$ cat config.mk
export PLATFORM = sky130hd
export DESIGN_NAME = alu_4bit
export DESIGN_NICKNAME = d
export VERILOG_FILES = /design/src/rtl/alu_4bit_pkg.sv /design/src/rtl/alu_4bit_core.sv /design/src/rtl/alu_4bit.sv
export SDC_FILE = /design/constraint.sdc
export NUM_CORES = 1
export LEC_CHECK = 0
export ABC_AREA = 1
export BUFFER_PORTS_ARGS = -buffer_cell sky130_fd_sc_hd__buf_4
export CORE_UTILIZATION = 35
export CTS_BUF_LIST = sky130_fd_sc_hd__clkbuf_4 sky130_fd_sc_hd__clkbuf_8
export DETAILED_ROUTE_END_ITERATION = 6
export PLACE_DENSITY_LB_ADDON = 0.2
export SYNTH_ARGS = -nofsm -noshare
export SYNTH_HDL_FRONTEND = slang
export SYNTH_HIERARCHICAL = 1
export SYNTH_SLANG_ARGS = --single-unit
$ cat constraint.sdc
create_clock -name clk -period 2.61 [get_ports clk]
set_input_delay 0.261 -clock clk [delete_from_list [all_inputs] [get_ports clk]]
set_output_delay 0.261 -clock clk [all_outputs]
set_load 0.02 [all_outputs]
$ cat src/rtl/alu_4bit_pkg.sv
// alu_4bit_pkg: opcodes and width constants shared by the ALU top and its core
package alu_4bit_pkg;
    localparam int DATA_W = 4;
    localparam int RES_W  = 5;
    localparam logic [2:0] OP_ADD = 3'd0;
    localparam logic [2:0] OP_SUB = 3'd1;
    localparam logic [2:0] OP_AND = 3'd2;
    localparam logic [2:0] OP_OR  = 3'd3;
    localparam logic [2:0] OP_XOR = 3'd4;
    localparam logic [2:0] OP_SHL = 3'd5;
    localparam logic [2:0] OP_SHR = 3'd6;
    localparam logic [2:0] OP_RSV = 3'd7;
endpackage

$ cat src/rtl/alu_4bit_core.sv
// alu_4bit_core: combinational operation decode producing the next result and zero flag
//   a, b        : 4-bit unsigned operands (b unused by shifts)
//   op_code     : 3-bit operation select
//   next_result : 5-bit result, operands zero-extended, wraps modulo 32
//   next_zero   : high when next_result is zero
module alu_4bit_core
    import alu_4bit_pkg::*;
(
    input  logic [DATA_W-1:0] a,
    input  logic [DATA_W-1:0] b,
    input  logic [2:0]        op_code,
    output logic [RES_W-1:0]  next_result,
    output logic              next_zero
);
    logic [RES_W-1:0] ax;
    logic [RES_W-1:0] bx;
    assign ax = {1'b0, a};
    assign bx = {1'b0, b};
    always_comb begin
        case (op_code)
            OP_ADD:  next_result = ax + bx;
            OP_SUB:  next_result = ax - bx;
            OP_AND:  next_result = ax & bx;
            OP_OR:   next_result = ax | bx;
            OP_XOR:  next_result = ax ^ bx;
            OP_SHL:  next_result = {a, 1'b0};
            OP_SHR:  next_result = {2'b0, a[DATA_W-1:1]};
            default: next_result = '0;
        endcase
    end
    assign next_zero = (next_result == '0);
endmodule

$ cat src/rtl/alu_4bit.sv
// alu_4bit: registered 4-bit ALU with 5-bit result and zero flag, one-cycle latency
//   clk       : rising-edge clock
//   rst_n     : synchronous active-low reset, clears result and sets zero_flag
//   a, b      : 4-bit unsigned operands
//   op_code   : 3-bit operation select
//   result    : registered 5-bit result
//   zero_flag : registered, high exactly when result is zero
module alu_4bit
    import alu_4bit_pkg::*;
(
    input  logic              clk,
    input  logic              rst_n,
    input  logic [DATA_W-1:0] a,
    input  logic [DATA_W-1:0] b,
    input  logic [2:0]        op_code,
    output logic [RES_W-1:0]  result,
    output logic              zero_flag
);
    logic [RES_W-1:0] next_result;
    logic             next_zero;
    logic [RES_W-1:0] result_d;
    logic [RES_W-1:0] result_q;
    logic             zero_flag_d;
    logic             zero_flag_q;

    alu_4bit_core u_core (
        .a           (a),
        .b           (b),
        .op_code     (op_code),
        .next_result (next_result),
        .next_zero   (next_zero)
    );

    always_comb begin
        result_d    = rst_n ? next_result : '0;
        zero_flag_d = rst_n ? next_zero : 1'b1;
    end

    always_ff @(posedge clk) begin
        result_q    <= result_d;
        zero_flag_q <= zero_flag_d;
    end

    assign result    = result_q;
    assign zero_flag = zero_flag_q;
endmodule

### After elaboration in Yosys (flattened, before gate mapping)

Cells that the tools add are included.

* reductions and logical operators: 2
* muxes and demuxes: 1
* equal/unequal tests: 6
* add/subtract/negate cells: 2
* bitwise logic cells: 3

Operators by type and width (count)
* 5-bit case mux with 7 select lines: 1
* 3-bit == test, second input constant: 3
* 3-bit by 2-bit == test with 1-bit output, second input constant: 2
* 4-bit by 4-bit adder with 5-bit output: 1
* 5-bit zero test: 1
* 4-bit by 4-bit subtractor with 5-bit output: 1
* 4-bit bitwise AND: 1
* 4-bit bitwise OR: 1
* 4-bit bitwise XOR: 1
* 3-bit by 1-bit == test with 1-bit output, second input constant: 1
* 3-bit zero test: 1

* register bits after elaboration: 6
* input bits: 13

### Longest topological paths before layout

* depth in word-level cells: 3
* mapped depth: 17
* mapped depth without buffers: 16

### Cells and area by module

Netlist, hierarchy kept.

By module, submodules not included
* alu_4bit_core: times used 1, area an instance 664.4 um2, seq. area each 0.0 um2, cells an instance 110
* alu_4bit: times used 1, area an instance 165.2 um2, seq. area each 120.1 um2, cells an instance 18

### Least setup slack after synthesis

OpenSTA, ideal clock, no wires.

* path type: input to register
* start point: input port b[0]
* end point: register zero_flag_q, in the netlist zero_flag
* stages: 16
* setup time: 58 ps
* required time: 2552 ps
* arrival time: 1781 ps
* setup slack: 771 ps
* cells stage by stage: inv_1 ha_1 nand2_1 o21ai_0 fa_1 inv_1 nand3_1 nand2_1 nand2_1 nand2_1 nor2_1 nor2_1 nand2_1 nor2_1 inv_1 nand2_1

* longest elaborated chain between the ends: 3

Ends and longest elaborated chain
* start, declared: line alu_4bit.sv:14 `input logic [DATA_W-1:0] b,`
* 4-bit by 4-bit subtractor with 5-bit output, or another cell as far along: line alu_4bit_core.sv:22 `OP_SUB: next_result = ax - bx;`
* 5-bit case mux with 7 select lines (*): line alu_4bit_core.sv:20 `case (op_code)`
* 5-bit zero test (*): line alu_4bit_core.sv:31 `assign next_zero = (next_result == '0);`
* via next_zero: line alu_4bit.sv:20 `logic next_zero;`
* end signal, assigned: line alu_4bit.sv:41 `zero_flag_q <= zero_flag_d;`
* end, declared: line alu_4bit.sv:24 `logic zero_flag_q;`

The timed path passes the listed nets; every way through them passes the cells marked *.
A chain may end at the register's enable or synchronous reset.

### Final worst setup path

* start point: input port b[1]
* end point: register zero_flag_q, in the netlist zero_flag

Same word-level chain as after synthesis.

==> impl_metrics.py <==
metrics = {
    "logic_synthesis": {
        "yosysSeqAreaShare": 0.145,
        "ys_types": 21,
        "synthesis.area_um2": 830,
        "syn-num-nets": 155,
        "synthCells": 128,
        "syn_avg_cell_area_um2": 6.48,
        "ys_ff_latch": 6,
        "synth_warnings": 6,
    },
    "routing": {
        "wirelength_um": 1740,
        "firstDrtPassIters": 4,
        "drtIter0Drc": 8,
        "avgViaCountPerCell": 4.66,
        "route.detailed.drc": 0,
        "ant_nets": 0,
        "detailroute.via_count": 810,
        "post_drt_wl_per_cell_um": 10.0,
    },
    "power": {
        "leakagePower_nw": 0.593,
        "p_per_area_mw_per_mm2": 349,
        "vdd_ir_drop_max_uv": 314,
    },
    "cts": {
        "cts_tree": "yes",
        "clk_pin_slew_ns": 0.04,
        "htree_levels": 1,
        "cts_setup_buffers": 0,
        "root_buffer": "clkbuf_4",
        "cts.repair.resized": 0,
        "ctsHoldBuffers": 0,
        "clockBufferDepth": 2,
        "cts_buffers": 3,
        "cts_sinks": 6,
    },
    "worst_setup_path": {
        "cp.arrival_ns": 2.05,
        "crit_path_end_kind": "flip-flop",
        "required_ns": 2.79,
        "critPathKind": "in -> reg",
        "crit_fanout": 3,
        "setup.worst_path.start_class": "input pin",
    },
    "cells_and_area": {
        "utilization": 0.443,
        "drive_gt1_frac": 0.199,
        "nets": 175,
        "final_cell_mix": "29 x inv_1, 28 x nand2_1, 18 x buf_4",
        "multi_input_area_um2": 557,
        "n_antenna_cell": 0,
        "register_area_um2": 120,
        "syn_to_final_growth_pct": 19.2,
        "nFillCells": 249,
        "layout_commonest_cell": "inv_1",
        "stdcell_count": 174,
    },
    "job": {
        "max-cap-violations": 0,
    },
    "min_path": {
        "hold_path.class": "in -> reg",
    },
    "placed_design": {
        "io_buffers": 18,
        "dpl.cell_count": 171,
        "place_ws_ns": 0.487,
        "dp_hpwl_um": 1490,
        "gp_congestion": 0.847,
    },
    "global_route": {
        "grt_antenna_before_repair": 0,
        "grt_max_degree": 15,
        "track_usage": 0.150,
        "grt_pass1_vias": 730,
        "grt_remaining_overflow": 0,
        "grt_pass1_wl_um": 3000,
    },
    "sta": {
        "setup_ws_ns": 0.743,
        "worst_pin_slew_ns": 0.351,
        "fin_hold_ws_ns": 0.236,
        "setup_violations": 0,
        "fmax_mhz": 536,
        "maxSlewHeadroom": 0.764,
        "rsz0062_at_grt": "false",
        "report.final.slew_viol_count": 0,
        "fin_setup_tns_ns": 0,
        "post-route-min-period_ns": 1.87,
        "final_hold_viol_count": 0,
        "period_share": 0.715,
    },
    "floorplanning": {
        "num_rows": 17,
        "dieArea_mm2": 0.00257,
        "die_x_um": 50.7,
        "core-area_mm2": 0.00223,
        "pin_count": 19,
        "start_util": 0.371,
        "die_h_um": 50.7,
    },
    "status": {
        "status": "complete, no violations",
    },
}
final timing paths:
| path | from | to | slack, ns | depth (start not counted) |
|---|---|---|---|---|
| setup / recovery | b[1] | zero_flag$_SDFF_PN1_ | 0.74 | 17 |
| hold / removal | rst_n | zero_flag$_SDFF_PN1_ | 0.24 | 2 |
synth_stat cells, drive strengths merged:
| master | n | area, um^2 |
|---|---|---|
| nand2 | 30 | 118 |
| dfxtp | 6 | 120 |
| fa | 1 | 20.0 |
| nor3 | 1 | 5.00 |
| nor2 | 14 | 55.1 |
| or2 | 1 | 6.26 |
| o21ai | 1 | 5.00 |
| buf | 3 | 33.8 |
| ha | 13 | 163 |
| nand3 | 9 | 57.6 |
| o31ai | 1 | 7.51 |
| xor2 | 2 | 17.5 |
| nand4 | 10 | 77.6 |
| a21oi | 5 | 25.0 |
| inv | 31 | 119 |
power breakdown:
| part | total, W | internal (W) | switching, W |
|---|---|---|---|
| Sequential | 0.000103 | 0.000101 | 0.00000197 |
| Combinational | 0.000162 | 0.0000662 | 0.0000962 |
| Clock | 0.0000799 | 0.0000517 | 0.0000282 |
cell type report:
class / count / share of cell area
multi-input cells: 88 / 0.563
well taps: 28 / 0.0354
clock buffers: 3 / 0.0228
inverters: 31 / 0.120
repair buffers: 18 / 0.137
flip-flops and latches: 6 / 0.122
through the flow:
step | area (um^2) | power, W
after floorplan | 830 | 0.000216
after global placement | 966 | 0.000265
after detailed placement | 966 | 0.000268
after CTS | 988 | 0.000350
after global routing | 988 | 0.000379
final | 988 | 0.000345
sequential cells by signal (all words and copies together), names as in the netlist:
register / flops
zero_flag: 1
result: 5
per-layer routing:
layer / global-route usage / share of wire / up-vias
met3: 0.0333 / 0.033 / 4
met1: 0.200 / 0.49 / 352
li1: - / - / 435
met4: 0.0370 / 0.026 / 0
met2: 0.242 / 0.45 / 19
met5: 0 / 0 / -
cell families after synthesis:
kind of cell,after synthesis,share of synthesized area
AOI/OAI and AO/OA,7,0.0452
xor gates and xnor gates,2,0.0211
adders and majority gates,14,0.220
buffers and inverters,34,0.184
DFF,6,0.145
and+or+nand+nor,65,0.385
critical path, stage by stage:
cell	delay [ns]
buf_4	0.12
inv_1	0.09
ha_1	0.23
nand2_1	0.06
o21ai_0	0.14
fa_1	0.42
inv_1	0.09
nand3_1	0.07
nand2_1	0.09
nand2_1	0.05
nand2_1	0.05
nor2_1	0.04
nor2_1	0.11
nand2_1	0.06
nor2_1	0.08
inv_1	0.04
nand2_1	0.04
No activity file was read; power rests on OpenSTA's default activity.
